--- src/rtl/fpu_result_collector.sv ---
// ---------------------------------------------------------------------------
// fpu_result_collector
//
// Sits downstream of the FPU operand demux. It captures the result and the
// exception flags of the unit chosen at issue time, registers them, and hands
// exactly one result to the consumer over a valid/ready handshake. The issuer
// is throttled through issue_ready so that at most one operation is in flight.
//
// The addsub and mul units are combinational, so their outputs are sampled in
// the issue cycle itself. The divsqrt unit has variable latency and announces
// its result with a one-cycle div_out_valid pulse. A watchdog bounds the time
// spent waiting for it; when it expires a canonical invalid result is produced
// and the sticky timeout flag is raised.
//
// Ports
//   clk             in   1            rising-edge clock
//   rst_n           in   1            synchronous active-low reset
//   start           in   1            issue strobe, honoured only when issue_ready=1
//   control_signal  in   2            op select: 00 addsub, 01 mul, 10 divsqrt, 11 invalid
//   add_out         in   DATA_WIDTH+1 addsub recoded result
//   add_flags       in   5            addsub flags {invalid,infinite,overflow,underflow,inexact}
//   mul_out         in   DATA_WIDTH+1 mul recoded result
//   mul_flags       in   5            mul flags
//   div_out         in   DATA_WIDTH+1 divsqrt recoded result
//   div_flags       in   5            divsqrt flags
//   div_out_valid   in   1            divsqrt result strobe (single-cycle pulse)
//   result          out  DATA_WIDTH+1 registered result
//   flags           out  5            registered exception flags
//   result_valid    out  1            result/flags are valid
//   result_ready    in   1            consumer takes the result this cycle
//   issue_ready     out  1            a start is accepted this cycle
//   timeout         out  1            sticky: the divsqrt watchdog fired
// ---------------------------------------------------------------------------
module fpu_result_collector #(
  parameter int DATA_WIDTH  = 16,
  parameter int DIV_TIMEOUT = 64
) (
  input  logic                  clk,
  input  logic                  rst_n,
  input  logic                  start,
  input  logic [1:0]            control_signal,
  input  logic [DATA_WIDTH:0]   add_out,
  input  logic [4:0]            add_flags,
  input  logic [DATA_WIDTH:0]   mul_out,
  input  logic [4:0]            mul_flags,
  input  logic [DATA_WIDTH:0]   div_out,
  input  logic [4:0]            div_flags,
  input  logic                  div_out_valid,
  output logic [DATA_WIDTH:0]   result,
  output logic [4:0]            flags,
  output logic                  result_valid,
  input  logic                  result_ready,
  output logic                  issue_ready,
  output logic                  timeout
);

  // Counter wide enough to hold DIV_TIMEOUT-1, the last cycle we are willing
  // to wait for the divider.
  localparam int CNT_W = $clog2(DIV_TIMEOUT);
  localparam logic [CNT_W-1:0] CNT_LAST = CNT_W'(DIV_TIMEOUT - 1);

  // Flag pattern used for both the invalid opcode and the watchdog abort:
  // only the "invalid" exception bit is set.
  localparam logic [4:0] FLAGS_INVALID = 5'b10000;

  localparam logic [1:0] OP_ADDSUB  = 2'b00;
  localparam logic [1:0] OP_MUL     = 2'b01;
  localparam logic [1:0] OP_DIVSQRT = 2'b10;

  // A watchdog that expires in its first wait cycle would make the divider
  // unusable, so reject such configurations at elaboration.
  if (DIV_TIMEOUT < 2) begin : g_bad_timeout
    $error("fpu_result_collector: DIV_TIMEOUT must be at least 2");
  end

  typedef enum logic [1:0] {
    IDLE     = 2'b00,
    WAIT_DIV = 2'b01,
    DONE     = 2'b10
  } state_e;

  state_e                state_q, state_d;
  logic [DATA_WIDTH:0]   result_q, result_d;
  logic [4:0]            flags_q, flags_d;
  logic                  timeout_q, timeout_d;
  logic [CNT_W-1:0]      cnt_q, cnt_d;

  logic                  accept;
  logic                  div_expired;

  assign accept      = start && issue_ready;
  assign div_expired = (cnt_q == CNT_LAST);

  // State register.
  always_ff @(posedge clk) begin
    if (!rst_n) begin
      state_q <= IDLE;
    end else begin
      state_q <= state_d;
    end
  end

  // Next-state logic. An accept taken in DONE (back-to-back issue) follows
  // exactly the same path as an accept taken in IDLE.
  always_comb begin
    state_d = state_q;
    unique case (state_q)
      IDLE, DONE: begin
        if (accept) begin
          if (control_signal == OP_DIVSQRT) begin
            state_d = WAIT_DIV;
          end else begin
            state_d = DONE;
          end
        end else if (state_q == DONE && result_ready) begin
          state_d = IDLE;
        end
      end
      WAIT_DIV: begin
        if (div_out_valid || div_expired) begin
          state_d = DONE;
        end
      end
      default: state_d = IDLE;
    endcase
  end

  // Outputs decoded from the state. issue_ready also looks at result_ready so
  // the consumer draining a result frees the slot for a same-cycle issue.
  always_comb begin
    result_valid = (state_q == DONE);
    issue_ready  = (state_q == IDLE) || ((state_q == DONE) && result_ready);
  end

  // Datapath next values. Capture happens either at accept time (combinational
  // units and the invalid opcode) or while waiting on the divider. A divider
  // strobe arriving in the same cycle as watchdog expiry takes priority, so a
  // late-but-legal result is never thrown away.
  always_comb begin
    result_d  = result_q;
    flags_d   = flags_q;
    timeout_d = timeout_q;
    cnt_d     = cnt_q;
    if (accept) begin
      unique case (control_signal)
        OP_ADDSUB: begin
          result_d = add_out;
          flags_d  = add_flags;
        end
        OP_MUL: begin
          result_d = mul_out;
          flags_d  = mul_flags;
        end
        OP_DIVSQRT: begin
          cnt_d = '0;
        end
        default: begin
          result_d = '0;
          flags_d  = FLAGS_INVALID;
        end
      endcase
    end else if (state_q == WAIT_DIV) begin
      if (div_out_valid) begin
        result_d = div_out;
        flags_d  = div_flags;
      end else if (div_expired) begin
        result_d  = '0;
        flags_d   = FLAGS_INVALID;
        timeout_d = 1'b1;
      end else begin
        cnt_d = cnt_q + 1'b1;
      end
    end
  end

  // Datapath registers. timeout is only ever cleared here by reset.
  always_ff @(posedge clk) begin
    if (!rst_n) begin
      result_q  <= '0;
      flags_q   <= '0;
      timeout_q <= 1'b0;
      cnt_q     <= '0;
    end else begin
      result_q  <= result_d;
      flags_q   <= flags_d;
      timeout_q <= timeout_d;
      cnt_q     <= cnt_d;
    end
  end

  assign result  = result_q;
  assign flags   = flags_q;
  assign timeout = timeout_q;

endmodule
--- config.mk ---
export PLATFORM = sky130hd
export DESIGN_NAME = fpu_result_collector
export DESIGN_NICKNAME = d
export VERILOG_FILES = /design/src/rtl/fpu_result_collector.sv
export SDC_FILE = /design/constraint.sdc
export NUM_CORES = 1
export LEC_CHECK = 0
export BUFFER_PORTS_ARGS = -buffer_cell sky130_fd_sc_hd__buf_4
export CORE_MARGIN = 4
export CORE_UTILIZATION = 34
export CTS_CLUSTER_SIZE = 14
export DETAILED_ROUTE_END_ITERATION = 10
export PLACE_DENSITY_LB_ADDON = 0.2
export SKIP_LAST_GASP = 1
export SYNTH_ARGS = -nofsm -noshare
export SYNTH_HDL_FRONTEND = slang
export SYNTH_SLANG_ARGS = --single-unit
--- constraint.sdc ---
create_clock -name clk -period 2 [get_ports clk]
set_input_delay 0.4 -clock clk [delete_from_list [all_inputs] [get_ports clk]]
set_output_delay 0.4 -clock clk [all_outputs]
set_load 0.005 [all_outputs]
==> impl_results.html <==
<table>
<tr><th>Metric</th><th>Value</th></tr>
<tr><th colspan="2">Clock tree</th></tr>
<tr><td>Quantity of gates resized following cts</td><td>0</td></tr>
<tr><td>CTS clock-pin slew for the worst setup and hold paths</td><td>0.07 ns</td></tr>
<tr><td>Clock buffers created by TritonCTS</td><td>5</td></tr>
<tr><td>H-Tree Depth</td><td>2</td></tr>
<tr><td>Clock latency of the later-clocked register in the worst-skew pair</td><td>0.28 ns</td></tr>
<tr><td>Root cell of the clock tree</td><td>clkbuf_8</td></tr>
<tr><td>Number of buffers inserted for hold repair after clock tree synthesis</td><td>0</td></tr>
<tr><td>CTS tree</td><td>yes</td></tr>
<tr><td>Post-CTS Setup Inserts</td><td>0</td></tr>
<tr><td>Maximum clock path buffer count</td><td>2</td></tr>
<tr><td>Clock sink count</td><td>31</td></tr>
<tr><th colspan="2">Cells and area</th></tr>
<tr><td>Final Instance Count excl. Fillers</td><td>358</td></tr>
<tr><td>Share of cells above drive strength 1</td><td>52.08%</td></tr>
<tr><td>Antenna diodes</td><td>0</td></tr>
<tr><td>Utilization after layout</td><td>53.07%</td></tr>
<tr><td>Relative area change from synthesis to final layout</td><td>49.93%</td></tr>
<tr><td>NumNets Final</td><td>361</td></tr>
<tr><td>Layout fillers</td><td>517</td></tr>
<tr><th colspan="2">Global routing</th></tr>
<tr><td>Antenna violations before repair</td><td>0</td></tr>
<tr><td>Via count of the first global-routing pass</td><td>1739</td></tr>
<tr><td>Total routing usage reported by global routing</td><td>16.37%</td></tr>
<tr><td>Wire length of the first global-routing pass</td><td>8411 µm</td></tr>
<tr><td>Global route total overflow</td><td>0</td></tr>
<tr><td>Maximum number of pins on one net before global-route repair</td><td>28</td></tr>
<tr><th colspan="2">Place</th></tr>
<tr><td>Setup slack after placement</td><td>0.1719 ns</td></tr>
<tr><td>Placed wire-length estimate after detailed placement</td><td>4024 µm</td></tr>
<tr><td>Routability Congestion</td><td>0.8892</td></tr>
<tr><td># port buffers</td><td>97</td></tr>
<tr><td>Placed Cells</td><td>350</td></tr>
<tr><th colspan="2">Worst setup path</th></tr>
<tr><td>Required time of the critical path</td><td>2.16 ns</td></tr>
<tr><td>Highest net fanout along the worst path</td><td>6</td></tr>
<tr><td>Crit path kind</td><td>reg -&gt; reg</td></tr>
<tr><td>Arrival time reported for the critical path endpoint</td><td>1.92 ns</td></tr>
<tr><td>Sort of element at the start of the critical path</td><td>flop</td></tr>
<tr><td>Setup crit end kind</td><td>flop</td></tr>
<tr><th colspan="2">Yosys</th></tr>
<tr><td>Area of the mapped netlist</td><td>1819 µm²</td></tr>
<tr><td>Portion of the post-synthesis area used by sequential elements</td><td>34.11%</td></tr>
<tr><td>Share of synthesized flip-flops with an asynchronous set or reset</td><td>0%</td></tr>
<tr><td>Number of warnings issued by yosys</td><td>0</td></tr>
<tr><td>Proportion of netlist area held by the largest area contributor</td><td>34.11%</td></tr>
<tr><td>Most frequent cell after synthesis</td><td>dfxtp_1</td></tr>
<tr><td>Syn Nets</td><td>269</td></tr>
<tr><td>Number of synthesized flops with an enable pin</td><td>0</td></tr>
<tr><td>Leading post-synthesis cells by cell area</td><td>dfxtp_1, mux2_2, a22oi_1</td></tr>
<tr><td>Primary FF master, synth</td><td>dfxtp_1</td></tr>
<tr><td>Cell count after synthesis</td><td>195</td></tr>
<tr><td>Per-instance average area after synthesis</td><td>9.329 µm²</td></tr>
<tr><td>Cell types with the highest counts after synthesis</td><td>dfxtp_1, a22oi_1, mux2_2, o31ai_1, a21oi_1</td></tr>
<tr><td>Register bit total from synthesis</td><td>31</td></tr>
<tr><td>Library cells used by synthesis</td><td>45</td></tr>
<tr><td>Cell type with the highest aggregate area in the netlist</td><td>dfxtp_1</td></tr>
<tr><th colspan="2">Die</th></tr>
<tr><td>DIE HEIGHT</td><td>81.15 µm</td></tr>
<tr><td>Row count</td><td>26</td></tr>
<tr><td>Chip Width</td><td>81.15 µm</td></tr>
<tr><td>Die area</td><td>6585 µm²</td></tr>
<tr><td>Floorplan Core Area</td><td>5140 µm²</td></tr>
<tr><td>Io pins</td><td>98</td></tr>
<tr><td>Effective utilization at floorplan</td><td>35.39%</td></tr>
<tr><th colspan="2">STA</th></tr>
<tr><td>Tmin final</td><td>1.761 ns</td></tr>
<tr><td>Final WS setup</td><td>0.2394 ns</td></tr>
<tr><td>Timing-limited maximum frequency</td><td>0.5680 GHz</td></tr>
<tr><td>Worst Max-Slew Pin Slew</td><td>0.4931 ns</td></tr>
<tr><td>Unrepaired setup endpoints after global routing</td><td>no</td></tr>
<tr><td>Final period util</td><td>88.03%</td></tr>
<tr><td>Worst slew margin relative to its limit</td><td>66.27%</td></tr>
<tr><td>Clock Skew</td><td>0.003714 ns</td></tr>
<tr><td>Count of final setup violators</td><td>0</td></tr>
<tr><td>Count of final hold-check violations</td><td>0</td></tr>
<tr><td>Final sum of negative setup slack</td><td>0 ns</td></tr>
<tr><td>Final-report max-slew violation count</td><td>0</td></tr>
<tr><th colspan="2">Routing</th></tr>
<tr><td>DRC violation total after the first TritonRoute iteration</td><td>72</td></tr>
<tr><td>Drt via density</td><td>5.240</td></tr>
<tr><td>Routed via count</td><td>1876</td></tr>
<tr><td>First-pass detailed-route iteration total</td><td>4</td></tr>
<tr><td>Per-cell routed wire length</td><td>15.33 µm</td></tr>
<tr><td>DR DRC count</td><td>0</td></tr>
<tr><td>Total wire length</td><td>5489 µm</td></tr>
<tr><td>Count of antenna-violating nets left after detailed routing</td><td>0</td></tr>
<tr><th colspan="2">Run</th></tr>
<tr><td>Maximum capacitance violations</td><td>0</td></tr>
<tr><th colspan="2">Outcome</th></tr>
<tr><td>Run status</td><td>finished clean</td></tr>
<tr><th colspan="2">Power</th></tr>
<tr><td>Maximum ir drop on the vdd rail</td><td>374.0 µV</td></tr>
<tr><td>Power per cell area</td><td>680.3 nW/µm²</td></tr>
<tr><td>Cell leakage power</td><td>1.201 nW</td></tr>
<tr><th colspan="2">Min path</th></tr>
<tr><td>Min-delay worst type</td><td>in -&gt; reg</td></tr>
</table>
report_power, final:
| part | switching (mW) | internal [mW] | total [mW] |
|---|---|---|---|
| Clock | 0.240 | 0.498 | 0.738 |
| Sequential | 0.0285 | 0.663 | 0.691 |
| Combinational | 0.179 | 0.248 | 0.427 |
state kept, by name (all words and copies together), names as in the netlist:
name,cells
cnt_q,6
flags,5
result,17
timeout,1
state_q,2
cell families after synthesis:
family | after synthesis | share of synthesized area (%)
AO/OA/AOI/OAI | 86 | 34.04
adder cells (fa/ha/maj) | 1 | 0.6876
buffers and inverters | 20 | 5.571
flip-flops | 31 | 34.11
multiplexers | 23 | 14.10
AND/OR/NAND/NOR | 34 | 11.49
per-stage QoR:
stage / hold slack (ns) / cell area [µm²] / power, mW
after detailed placement: 0.4612 / 2595 / 1.133
after floorplan: 0.4445 / 1819 / 0.9136
after global placement: 0.4520 / 2595 / 1.129
after global routing: 0.4295 / 2728 / 1.940
final: 0.4214 / 2728 / 1.856
after CTS: 0.4158 / 2728 / 1.877
layout make-up:
class | count | area, µm² | area share (%)
Tap cell | 70 | 87.58 | 3.211
Sequential cell | 31 | 620.6 | 22.75
Clock inverter | 2 | 60.06 | 2.202
Inverter | 2 | 7.507 | 0.2752
Multi-Input combinational cell | 144 | 1106 | 40.55
Timing Repair Buffer | 103 | 773.2 | 28.35
Clock buffer | 6 | 72.57 | 2.661
per-layer routing:
| layer | up-vias | wire length [µm] | global-route usage (%) |
|---|---|---|---|
| li1 | 937 | - | - |
| met3 | 8 | 383 | 5.543 |
| met4 | 0 | 79 | 5.743 |
| met5 | - | 0 | 0 |
| met1 | 865 | 2412 | 21.93 |
| met2 | 66 | 2613 | 24.38 |
final timing paths:
check | startpoint | endpoint | slack (ns) | cells after the start
worst max register to register | cnt_q[0] | cnt_q[5] | 0.24 | 5
worst min register to register | flags[4] | flags[4] | 0.47 | 2
worst max-delay path | cnt_q[0] | cnt_q[5] | 0.24 | 5
worst min-delay path | div_out[5] | result[5] | 0.42 | 3
cell usage in the layout, fill, tap and decap left out, drive strengths merged, types with 2 or more instances in the layout:
cell | netlist | final
a21oi | 26 | 26
a22oi | 21 | 21
a311oi | 2 | 2
a31oi | 2 | 2
and2 | 2 | 2
and2b | 2 | 2
and3 | 2 | 2
buf | 9 | 103
bufinv | 0 | 2
clkbuf | 9 | 6
dfxtp | 31 | 31
inv | 2 | 2
mux2 | 21 | 21
mux2i | 2 | 2
nand2 | 8 | 8
nand2b | 3 | 3
nand3 | 3 | 3
nand4b | 2 | 2
nor2 | 3 | 3
o21ai | 6 | 6
o31ai | 21 | 21
or2 | 2 | 2
critical path, cell delays in order, from the launching register on:
cell       delay (ns)
dfxtp_1          0.37
ha_1             0.26
and3_1           0.26
a2111oi_0        0.49
or2_2            0.19
a31oi_1          0.07
No activity file was read; power rests on OpenSTA's default activity.
